**src/rtl/mem_port_arbiter_pkg.sv**
```systemverilog
// Shared definitions for the two-master memory port arbiter: FSM encoding,
// arbitration mode constants and the out-of-range address test.
package mem_arb_pkg;

  typedef enum logic [1:0] {
    IDLE  = 2'd0,
    ISSUE = 2'd1,
    RESP  = 2'd2
  } arb_state_e;

  localparam int ARB_RR    = 0;
  localparam int ARB_FIXED = 1;

  // True when the byte address points past the last RAM word.
  function automatic logic is_oor(input logic [31:0] addr, input int unsigned mem_size);
    return ({2'b00, addr[31:2]} >= 32'(mem_size));
  endfunction

endpackage

```
**src/rtl/mem_port_arbiter_if.sv**
```systemverilog
// picorv32 native memory interface: one request/response channel per master.
interface mem_port_arbiter_if;

  logic        valid;
  logic [31:0] addr;
  logic [31:0] wdata;
  logic [3:0]  wstrb;
  logic        ready;
  logic [31:0] rdata;

  modport master (output valid, addr, wdata, wstrb, input ready, rdata);
  modport slave  (input valid, addr, wdata, wstrb, output ready, rdata);

endinterface

```
**src/rtl/mem_port_arbiter_rr_arb2.sv**
```systemverilog
// Two-way grant selection: a lone requester always wins; on a tie the mode
// picks either the master not granted last time or always master 0.
module rr_arb2
  import mem_arb_pkg::*;
(
  input  logic [1:0] req_i,
  input  logic       last_gnt_i,
  input  logic       mode_i,      // 1 = fixed priority, m0 wins ties
  output logic       gnt_o
);

  // Grant index from the current request pair.
  always_comb begin
    // NOTE: every path assigns gnt_o via this default, so no latch is inferred.
    gnt_o = 1'b0;
    case (req_i)
      2'b10:   gnt_o = 1'b1;
      2'b11:   gnt_o = mode_i ? 1'b0 : ~last_gnt_i;
      default: gnt_o = 1'b0;
    endcase
  end

endmodule

```
**src/rtl/mem_port_arbiter.sv**
```systemverilog
// Shares one single-port synchronous RAM between two native-interface masters.
// One access per three cycles: IDLE (arbitrate/latch) -> ISSUE (RAM strobe)
// -> RESP (ready pulse, read data straight from the RAM output).
module mem_port_arbiter
  import mem_arb_pkg::*;
#(
  parameter int MEM_SIZE  = 1024,
  parameter int ADDR_BITS = $clog2(MEM_SIZE),
  parameter int ARB_MODE  = ARB_RR
) (
  input  logic                 clk,
  input  logic                 reset,
  mem_port_arbiter_if.slave    m0,
  mem_port_arbiter_if.slave    m1,
  output logic                 ram_en,
  output logic [3:0]           ram_we,
  output logic [ADDR_BITS-1:0] ram_addr,
  output logic [31:0]          ram_wdata,
  input  logic [31:0]          ram_rdata,
  output logic                 busy,
  output logic                 err_pulse
);

  arb_state_e           state_q;
  logic                 gnt_q;
  logic                 last_gnt_q;
  logic                 oor_q;
  logic [3:0]           wstrb_q;
  logic [1:0]           ready_q;
  logic                 err_q;
  logic                 ram_en_q;
  logic [3:0]           ram_we_q;
  logic [ADDR_BITS-1:0] ram_addr_q;
  logic [31:0]          ram_wdata_q;

  logic        gnt_d;
  logic        oor_d;
  logic [31:0] sel_addr_d;
  logic [31:0] sel_wdata_d;
  logic [3:0]  sel_wstrb_d;
  logic [31:0] resp_data;
  logic        unused_addr_lsb;

  rr_arb2 u_arb (
    .req_i      ({m1.valid, m0.valid}),
    .last_gnt_i (last_gnt_q),
    .mode_i     (ARB_MODE == ARB_FIXED),
    .gnt_o      (gnt_d)
  );

  assign sel_addr_d      = gnt_d ? m1.addr  : m0.addr;
  assign sel_wdata_d     = gnt_d ? m1.wdata : m0.wdata;
  assign sel_wstrb_d     = gnt_d ? m1.wstrb : m0.wstrb;
  assign oor_d           = is_oor(sel_addr_d, MEM_SIZE);
  assign unused_addr_lsb = ^sel_addr_d[1:0];

  // Arbitration, request latching and registered RAM/response strobes.
  always_ff @(posedge clk or posedge reset) begin
    if (reset) begin
      state_q     <= IDLE;
      gnt_q       <= 1'b0;
      last_gnt_q  <= 1'b1;
      oor_q       <= 1'b0;
      wstrb_q     <= '0;
      ready_q     <= '0;
      err_q       <= 1'b0;
      ram_en_q    <= 1'b0;
      ram_we_q    <= '0;
      ram_addr_q  <= '0;
      ram_wdata_q <= '0;
    end else begin
      // NOTE: non-blocking assignments so every register sees pre-edge values.
      case (state_q)
        IDLE: begin
          if (m0.valid || m1.valid) begin
            gnt_q       <= gnt_d;
            oor_q       <= oor_d;
            wstrb_q     <= sel_wstrb_d;
            ram_en_q    <= !oor_d;
            // Out-of-range writes are dropped, never reach the RAM.
            ram_we_q    <= oor_d ? 4'h0 : sel_wstrb_d;
            ram_addr_q  <= sel_addr_d[ADDR_BITS+1:2];
            ram_wdata_q <= sel_wdata_d;
            state_q     <= ISSUE;
          end
        end
        ISSUE: begin
          ram_en_q <= 1'b0;
          ram_we_q <= '0;
          ready_q  <= gnt_q ? 2'b10 : 2'b01;
          err_q    <= oor_q;
          state_q  <= RESP;
        end
        RESP: begin
          ready_q    <= '0;
          err_q      <= 1'b0;
          last_gnt_q <= gnt_q;
          state_q    <= IDLE;
        end
        default: state_q <= IDLE;
      endcase
    end
  end

  // RAM output is valid in RESP; writes and out-of-range accesses return zero.
  assign resp_data = (oor_q || (wstrb_q != 4'h0)) ? 32'h0 : ram_rdata;

  assign m0.ready  = ready_q[0];
  assign m1.ready  = ready_q[1];
  assign m0.rdata  = ready_q[0] ? resp_data : 32'h0;
  assign m1.rdata  = ready_q[1] ? resp_data : 32'h0;

  assign ram_en    = ram_en_q;
  assign ram_we    = ram_we_q;
  assign ram_addr  = ram_addr_q;
  assign ram_wdata = ram_wdata_q;
  assign busy      = (state_q != IDLE);
  assign err_pulse = err_q;

endmodule
```
**src/flat_wrapper.sv**
```systemverilog
// flat-port wrapper written by rule: the top's interface ports become plain ports
module mem_port_arbiter_flat import mem_arb_pkg::*;
#(
  parameter int MEM_SIZE  = 1024,
  parameter int ADDR_BITS = $clog2(MEM_SIZE),
  parameter int ARB_MODE  = ARB_RR
)
  (clk, reset, ram_en, ram_we, ram_addr, ram_wdata, ram_rdata, busy, err_pulse, m0_valid, m0_addr, m0_wdata, m0_wstrb, m0_ready, m0_rdata, m1_valid, m1_addr, m1_wdata, m1_wstrb, m1_ready, m1_rdata);
  mem_port_arbiter_if m0_i ();
  mem_port_arbiter_if m1_i ();
  input  logic clk;
  input  logic reset;
  output logic ram_en;
  output logic [3:0] ram_we;
  output logic [ADDR_BITS-1:0] ram_addr;
  output logic [31:0] ram_wdata;
  input  logic [31:0] ram_rdata;
  output logic busy;
  output logic err_pulse;
  input wire logic [$bits(m0_i.valid)-1:0] m0_valid;
  input wire logic [$bits(m0_i.addr)-1:0] m0_addr;
  input wire logic [$bits(m0_i.wdata)-1:0] m0_wdata;
  input wire logic [$bits(m0_i.wstrb)-1:0] m0_wstrb;
  output wire logic [$bits(m0_i.ready)-1:0] m0_ready;
  output wire logic [$bits(m0_i.rdata)-1:0] m0_rdata;
  input wire logic [$bits(m1_i.valid)-1:0] m1_valid;
  input wire logic [$bits(m1_i.addr)-1:0] m1_addr;
  input wire logic [$bits(m1_i.wdata)-1:0] m1_wdata;
  input wire logic [$bits(m1_i.wstrb)-1:0] m1_wstrb;
  output wire logic [$bits(m1_i.ready)-1:0] m1_ready;
  output wire logic [$bits(m1_i.rdata)-1:0] m1_rdata;
  assign m0_i.valid = m0_valid;
  assign m0_i.addr = m0_addr;
  assign m0_i.wdata = m0_wdata;
  assign m0_i.wstrb = m0_wstrb;
  assign m0_ready = m0_i.ready;
  assign m0_rdata = m0_i.rdata;
  assign m1_i.valid = m1_valid;
  assign m1_i.addr = m1_addr;
  assign m1_i.wdata = m1_wdata;
  assign m1_i.wstrb = m1_wstrb;
  assign m1_ready = m1_i.ready;
  assign m1_rdata = m1_i.rdata;
  mem_port_arbiter #(.MEM_SIZE(MEM_SIZE), .ADDR_BITS(ADDR_BITS), .ARB_MODE(ARB_MODE)) u_core (.clk(clk), .reset(reset), .m0(m0_i), .m1(m1_i), .ram_en(ram_en), .ram_we(ram_we), .ram_addr(ram_addr), .ram_wdata(ram_wdata), .ram_rdata(ram_rdata), .busy(busy), .err_pulse(err_pulse));
endmodule
```
**config.mk**
```make
export PLATFORM = sky130hd
export DESIGN_NAME = mem_port_arbiter_flat
export DESIGN_NICKNAME = d
export VERILOG_FILES = /design/src/rtl/mem_port_arbiter_pkg.sv /design/src/rtl/mem_port_arbiter_if.sv /design/src/rtl/mem_port_arbiter_rr_arb2.sv /design/src/rtl/mem_port_arbiter.sv /design/src/flat_wrapper.sv
export SDC_FILE = /design/constraint.sdc
export NUM_CORES = 1
export LEC_CHECK = 0
export CORE_AREA = 2 2 112 114
export CTS_CLUSTER_SIZE = 14
export DETAILED_ROUTE_END_ITERATION = 12
export DIE_AREA = 0 0 114 116
export PLACE_DENSITY = 0.79
export RECOVER_POWER = 50
export SYNTH_ARGS = -nofsm -noshare
export SYNTH_HDL_FRONTEND = slang
export SYNTH_HIERARCHICAL = 1
export SYNTH_SLANG_ARGS = --single-unit
```
**constraint.sdc**
```tcl
create_clock -name clk -period 5.7 [get_ports clk]
set_input_delay 1.14 -clock clk [delete_from_list [all_inputs] [get_ports clk]]
set_output_delay 1.14 -clock clk [all_outputs]
set_load 0.005 [all_outputs]
```
* Word level (Yosys, flattened, before mapping)
Index checks and enable logic that the tools add are counted.
** Storage, ports and cells
- Register bits after elaboration :: 59
- Bits of input ports :: 172
- Output and inout bits :: 115
- Logic and storage cells :: 45
** Operators by class
- Magnitude comparators :: 1
- Equality and inequality tests :: 5
- Mux-type cells :: 17
- Bitwise gates (word level) :: 1
- Reductions and logical operators :: 10
** Operators by type and width (count)
- $mux 32 :: 5
- $ge 30x11->1 const B :: 1
- $mux 4 :: 3
- $pmux 2 s2 :: 2
- $pmux 4 s2 :: 1
- $eq 2x2->1 const B :: 3
- $pmux 1 s2 :: 3
- $reduce_bool 2->1 :: 3
- $mux 2 :: 2
- $reduce_and 2->1 :: 2
- $reduce_bool 4->1 :: 1
- $eq 2x1->1 const B :: 1
- $logic_not 2->1 :: 1
- $logic_or 1x1->1 :: 2
- $ne 2x1->1 const B :: 1
- $logic_not 1->1 :: 1
- $mux 1 :: 1
- $not 1->1 :: 1

* Logic depth before layout (Yosys ltp)
Gate-level depths: netlist of run 1.
- Depth in word-level cells :: 7
- Mapped depth :: 7
- Gate-level depth less buffers :: 6

* Hierarchy
The synthesis of run 1 kept the hierarchy.
** By module, submodules not included
- mem_port_arbiter :: times used 1, cells an instance 337, area each 3290.7 µm², sequential area each 1477.7 µm²
- rr_arb2 :: times used 1, cells an instance 2, area each 11.3 µm², sequential area each 0.0 µm²

* Worst setup path before layout of run 1
Ideal clock, no wire load.
- Path kind :: register to output
- Start point :: register u_core.wstrb_q[1]
- End point :: output m0_rdata[10]
- Arrival time :: 1.399 ns
- Data required time :: 4.560 ns
- Setup slack :: 3.161 ns
- Cell stages (with the launch flop) :: 5
- Buffers on the path :: 1
- Path through :: dfrtp_1 or4_1 nor2_4 buf_2 and3_1
** On the way
- Cells in the longest elaborated chain, start to end :: 4
** RTL lines
- start: declaration :: RTL line mem_port_arbiter.sv:28 : logic [3:0] wstrb_q;
- start signal: assignment :: RTL line mem_port_arbiter.sv:78 : wstrb_q <= sel_wstrb_d;
- $reduce_bool 4->1 :: RTL line mem_port_arbiter.sv:106 : assign resp_data = (oor_q || (wstrb_q != 4'h0)) ? 32'h0 : ram_rdata;
- $logic_or 1x1->1 :: RTL line mem_port_arbiter.sv:106
- $mux 32 :: RTL line mem_port_arbiter.sv:106
- $mux 32 :: RTL line mem_port_arbiter.sv:110 : assign m0.rdata = ready_q[0] ? resp_data : 32'h0;
- end: declaration :: RTL line flat_wrapper.sv:25 : output wire logic [$bits(m0_i.rdata)-1:0] m0_rdata;
No other way between the ends.

==> metrics.yaml, run 1 <==
outcome: "complete, but fails checks"
failed_checks: "capacitance limit, slew limit"
drc: 0
nFillCells: 1021
syn2layout_area_growth_pct: 96.2
ioPinCount: 287
drt_iter0_markers: 158
maxCapViolCount: 1
total_power_mw: 2.05
finalSetupViolCount: 0
min_to: "u_core/ram_wdata[31]$_DFFE_PP0P_"
cts_tree: "done"
avgSynthCellArea_um2: 9.74
r2r_cells: 6
ff2ff_setup_slack_ns: 3.24
io_buffers: 282
crit_slowest_cell: "clkbuf_1"
r2r-start: "u_core/last_gnt_q$_DFFE_PP1P_"
grt_usage_pct: 17.7
crit_family: "buffers and inverters"
timing.rr.end: "u_core/ram_we[0]$_DFFE_PP0P_"
finalCritPeriodShare_pct: 74.7
drt_pass1_iterations: 4
antenna_found_initial: 0
synth_edf_count: 0
finalClockSkew_ns: 0.00570
final_area_um2: 6480
nets: 781
cts_resized: 0
synth-seq-area-share_pct: 44.8
synth_nets: 514
grt_max_degree: 73
required_ns: 5.42
die-area_um2: 13200
vias: 3555
clkTransAtPathRegs_ns: 0.05
synthesis.area_um2: 3300
synth.distinct_cells: 33
wire_per_inst_um: 16.0
final_cell_mix: "clkdlybuf4s50_1, and3_1, dfrtp_1"
synthFlopType: "dfrtp_1"
fin_crit_ns: 4.26
grt_pass1_vias: 3464
yosysWarningCount: 6
place.gp.congestion: 0.831
fin_util_pct: 54.4
fmax_mhz: 235
die_width_um: 114
critical_path_depth: 3
hp-start: "u_core/ram_wdata[31]$_DFFE_PP0P_"
yosys.area.top_type_share_pct: 44.0
synth_top_area_cell: "dfrtp_1"
drive_gt1_share_pct: 5.40
peakVddDrop_mv: 0.187
crit_chain: "dlygate4sd3_1, clkinv_1, clkbuf_1"
cp.arrival_ns: 3.98
clk_latency_ns: 0.32
p_leak_nw: 2.91
slew_viol_final: 60
final_common_cell: "clkdlybuf4s50_1"
critPathLaunchType: "input port"
grt-ovfl-total: 0
ys_seq_elements: 59
synthCells: 339
hold_path_class: "flip-flop to flip-flop"
dp.cells: 742
root_buffer: "clkbuf_16"
start_util_pct: 27.7
wirelength_mm: 12.2
htree_levels: 3
core_region_area_um2: 11900
end_kind: "asynchronous set/reset pin"
async_flop_share_pct: 100
n_antenna_cell: 0
netlist_top_cells_area: "dfrtp_1, mux2i_1, and3_1, o21ai_0, nand2_1"
pre_cts_ws_ns: 1.89
cts_buffer_depth: 2
fp-row-count: 40
postPlaceCellArea_um2: 6210
cts_sinks: 59
critPathMaxStageDelay_ns: 2.21
rsz0062_at_grt: "false"
slew_headroom_pct: -110
setup_slack_ns: 1.44
hold_buffers: 0
cts_setup_buffers: 0
cp_num_buf_inv: 3
timing.setup.tns_ns: 0
drt-vias-per-instance: 4.69
worst_slew_pin_slew_ns: 3.15
fp.dieH_um: 116
cts_buffers: 9
final_cells: 758
hold_viol_final: 0
grt_pass1_wl_mm: 18.1
critical_path.max_fanout: 59
hold_ws_ns: 0.468
hold_path_depth: 2
final_antenna_net_count: 0
powerDensity_nw_per_um2: 317
critical_path_class: "input port to asynchronous set/reset pin"
dp_hpwl_mm: 9.88
## cells by family after synthesis
group | after synthesis | share of synthesized area [%]
AO/OA/AOI/OAI | 58 | 10.2
adder cells (fa/ha/maj) | 3 | 1.14
buffers and inverters | 35 | 4.70
flip-flops | 59 | 44.8
multiplexers | 53 | 16.5
other | 1 | 0.114
AND/OR/NAND/NOR | 130 | 22.7
## final cells by class
class | instances | area [µm²] | share of cell area [%]
well taps | 147 | 184 | 2.84
clock buffers | 12 | 246 | 3.81
repair buffers | 284 | 2830 | 43.8
multi-input cells | 245 | 1680 | 26.0
clock inverters | 4 | 26.3 | 0.406
inverters | 7 | 26.3 | 0.406
flip-flops and latches | 59 | 1480 | 22.8
## synthesized netlist by cell type (2+ instances only)
cell type	n
ha_1	3
and3_1	64
mux2i_1	42
nor4_1	5
o21ai_1	2
dfrtp_1	58
o21ai_0	46
clkbuf_1	14
inv_1	7
nor2_1	2
nand4_2	2
nand2_1	46
mux2_2	8
a21oi_1	2
buf_2	13
nor3_1	3
mux2_1	3
a22o_1	4
## how the worst max path moves through the flow
stage,from,end,slack (ns)
2_1_floorplan,reset,u_core/err_pulse$_DFFE_PP0P_,3.11
3_3_place_gp,m0_valid,u_core/ram_we[2]$_DFFE_PP0P_,1.99
3_5_place_dp,m0_valid,u_core/ram_we[0]$_DFFE_PP0P_,1.89
4_1_cts,u_core/wstrb_q[1]$_DFFE_PP0P_,m1_rdata[24],1.65
5_1_grt,reset,u_core/err_pulse$_DFFE_PP0P_,0.82
6_report,reset,u_core/err_pulse$_DFFE_PP0P_,1.44
## power breakdown
part / internal [mW] / switching [mW]
logic: 0.463 / 0.366
clock network: 0.305 / 0.180
registers: 0.608 / 0.134
total: 1.38 / 0.679
## layer usage
layer | vias to the layer above | wire (µm) | GRT usage (%)
met1 | 1599 | 4420 | 19.2
met2 | 200 | 6060 | 31.2
met3 | 16 | 1430 | 7.53
li1 | 1740 | - | -
met5 | - | 0 | 0
met4 | 0 | 242 | 5.93
## tightest hold or removal path, cell delays in order (launching register included)
cell and delay [ns]:
dfrtp_1 0.33, nand2_1 0.04, o21ai_0 0.06
## registers in the layout, indices dropped and copies added (netlist names), 2 cells and up
name and count:
u_core/state_q 2, u_core/ram_we 4, u_core/ram_wdata 32, u_core/wstrb_q 4, u_core/ram_addr 10, u_core/ready_q 2
Note: power is estimated with default switching activity, not from simulation.
==> inputs of run 2 (changes only) <==
--- a/config.mk
+++ b/config.mk
@@ -5,11 +5,11 @@
 export SDC_FILE = /design/constraint.sdc
 export NUM_CORES = 1
 export LEC_CHECK = 0
-export CORE_AREA = 2 2 112 114
+export CORE_AREA = 2 2 110 112
 export CTS_CLUSTER_SIZE = 14
 export DETAILED_ROUTE_END_ITERATION = 12
-export DIE_AREA = 0 0 114 116
-export PLACE_DENSITY = 0.79
+export DIE_AREA = 0 0 112 114
+export PLACE_DENSITY = 0.84
 export RECOVER_POWER = 50
 export SYNTH_ARGS = -nofsm -noshare
 export SYNTH_HDL_FRONTEND = slang
==> constraint.sdc (replaced) <==
create_clock -name clk -period 3.46 [get_ports clk]
set_input_delay 0.692 -clock clk [delete_from_list [all_inputs] [get_ports clk]]
set_output_delay 0.692 -clock clk [all_outputs]
set_load 0.005 [all_outputs]
==> run 2 against run 1 <==
The run still ends with capacitance limit, slew limit left. First-iteration DRC count is 76% higher. Clock power up 81%. Clock skew shrank 0.0011 ns. Cell count increased by 0.40%. Wire length decreased by 0.38%. Global-route usage grew 0.63 points. Utilization rose by 1.5 points. Die area is 3.4% lower. Critical path type is now flip-flop to output pin. Largest power group unchanged.
==> metrics.yaml, run 2 (synthesis results as in run 1) <==
clkTransAtPathRegs_ns: 0.05
fmax_mhz: 310
final_cell_mix: "clkdlybuf4s50_1, and3_1, dfrtp_1"
fin_crit_ns: 3.23
final_antenna_net_count: 0
powerDensity_nw_per_um2: 535
hold_viol_final: 0
min_to: "u_core/ram_wdata[25]$_DFFE_PP0P_"
die_width_um: 112
grt-ovfl-total: 0
r2r_cells: 5
largest_reg_flops: 32
worst_slew_pin_slew_ns: 1.51
finalSetupViolCount: 0
antenna_found_initial: 0
drive_gt1_share_pct: 5.70
finalClockSkew_ns: 0.00460
r2r-start: "u_core/last_gnt_q$_DFFE_PP1P_"
drt_pass1_iterations: 6
critical_path.max_fanout: 64
wire_per_inst_um: 15.9
nets: 786
fin_util_pct: 55.9
drt_iter0_markers: 278
timing.rr.end: "u_core/wstrb_q[0]$_DFFE_PP0P_"
core_region_area_um2: 11700
required_ns: 2.77
drt-vias-per-instance: 4.73
timing.setup.tns_ns: 0
peakVddDrop_mv: 0.300
hold_path_depth: 2
end_kind: "output pin"
slew_viol_final: 29
ioPinCount: 287
hp-start: "u_core/ram_wdata[25]$_DFFE_PP0P_"
fp-row-count: 40
maxCapViolCount: 1
cts_buffers: 9
hold_path_class: "flip-flop to flip-flop"
failed_checks: "capacitance limit, slew limit"
critical_path_class: "flip-flop to output pin"
start_util_pct: 28.2
p_leak_nw: 2.95
grt_pass1_vias: 3618
syn2layout_area_growth_pct: 98.3
root_buffer: "clkbuf_16"
outcome: "complete, but fails checks"
grt_pass1_wl_mm: 18.3
slew_headroom_pct: -0.967
grt_usage_pct: 18.3
io_buffers: 282
ff2ff_setup_slack_ns: 1.14
cts_tree: "done"
die-area_um2: 12800
final_common_cell: "clkdlybuf4s50_1"
hold_buffers: 0
dp_hpwl_mm: 9.84
fp.dieH_um: 114
htree_levels: 3
finalCritPeriodShare_pct: 93.2
dp.cells: 747
n_antenna_cell: 0
clk_latency_ns: 0.32
nFillCells: 1008
worstSetupStartpoint: "u_core/wstrb_q[1]$_DFFE_PP0P_"
critPathLaunchType: "flip-flop"
cts_sinks: 59
drc: 0
cp.arrival_ns: 2.53
vias: 3602
cts_buffer_depth: 2
rsz0062_at_grt: "false"
grt_max_degree: 65
place.gp.congestion: 0.917
wirelength_mm: 12.1
cts_resized: 0
final_cells: 761
cts_setup_buffers: 0
[run 2: changes by cell type in the layout (fill, tap and decap cells not counted)]
cell	delta
inv_1	+1
o21ai_0	+1
buf_4	+2
bufinv_16	+1
and2_0	+1
clkinv_1	-1
clkinvlp_4	-1
o21ai_1	-1
and2_4	-1
buf_12	+1
clkinv_4	-1
clkinv_2	-1
clkbuf_8	+2
[run 2: layout make-up]
type | count | area, µm² | share of cell area, %
clock buffer | 12 | 267 | 4.07
timing repair buffer | 289 | 2880 | 43.9
tap | 147 | 184 | 2.81
clock inverter | 2 | 35.0 | 0.535
multi-input combinational | 245 | 1680 | 25.7
inverter | 7 | 26.3 | 0.401
sequential | 59 | 1480 | 22.6
[run 2: worst max-delay path, stage by stage (launching register included)]
cell	delay [ns]
dfrtp_1	0.36
or4_1	0.57
nor2_4	0.09
buf_4	0.40
and3_1	0.24
clkdlybuf4s50_1	0.53
[run 2: worst max-delay path by stage]
stage | cells past startpoint | slack [ns] | end
2_1_floorplan | 1 | 1.31 | u_core/err_pulse$_DFFE_PP0P_
3_3_place_gp | 6 | 0.61 | u_core/wstrb_q[0]$_DFFE_PP0P_
3_5_place_dp | 6 | 0.54 | u_core/wstrb_q[0]$_DFFE_PP0P_
4_1_cts | 5 | 0.25 | m1_rdata[3]
5_1_grt | 5 | 0.11 | m1_rdata[3]
6_report | 5 | 0.23 | m0_rdata[8]
[run 2: layer usage]
layer  vias to the layer above  routed length [µm]  track usage [%]
li1                       1757                   -                -
met1                      1636                4430             19.9
met2                       192                6300             32.9
met3                        17                1140             6.16
met4                         0                 240             7.56
met5                         -                   0                0
[run 2: metrics by stage]
step | setup WS (ns) | hold WS (ns) | instance area (µm²) | power [mW]
floorplan | 1.31 | 0.463 | 3300 | 1.81
global placement | 0.610 | 0.461 | 6260 | 2.69
detailed placement | 0.542 | 0.470 | 6260 | 2.76
CTS | 0.246 | 0.479 | 6560 | 3.66
global route | 0.112 | 0.499 | 6550 | 3.77
finish | 0.235 | 0.470 | 6550 | 3.51
[run 2: power breakdown]
part / total (mW) / internal (mW) / switching [mW]
registers: 1.22 / 1.00 / 0.219
logic: 1.41 / 0.786 / 0.621
clock network: 0.877 / 0.605 / 0.273
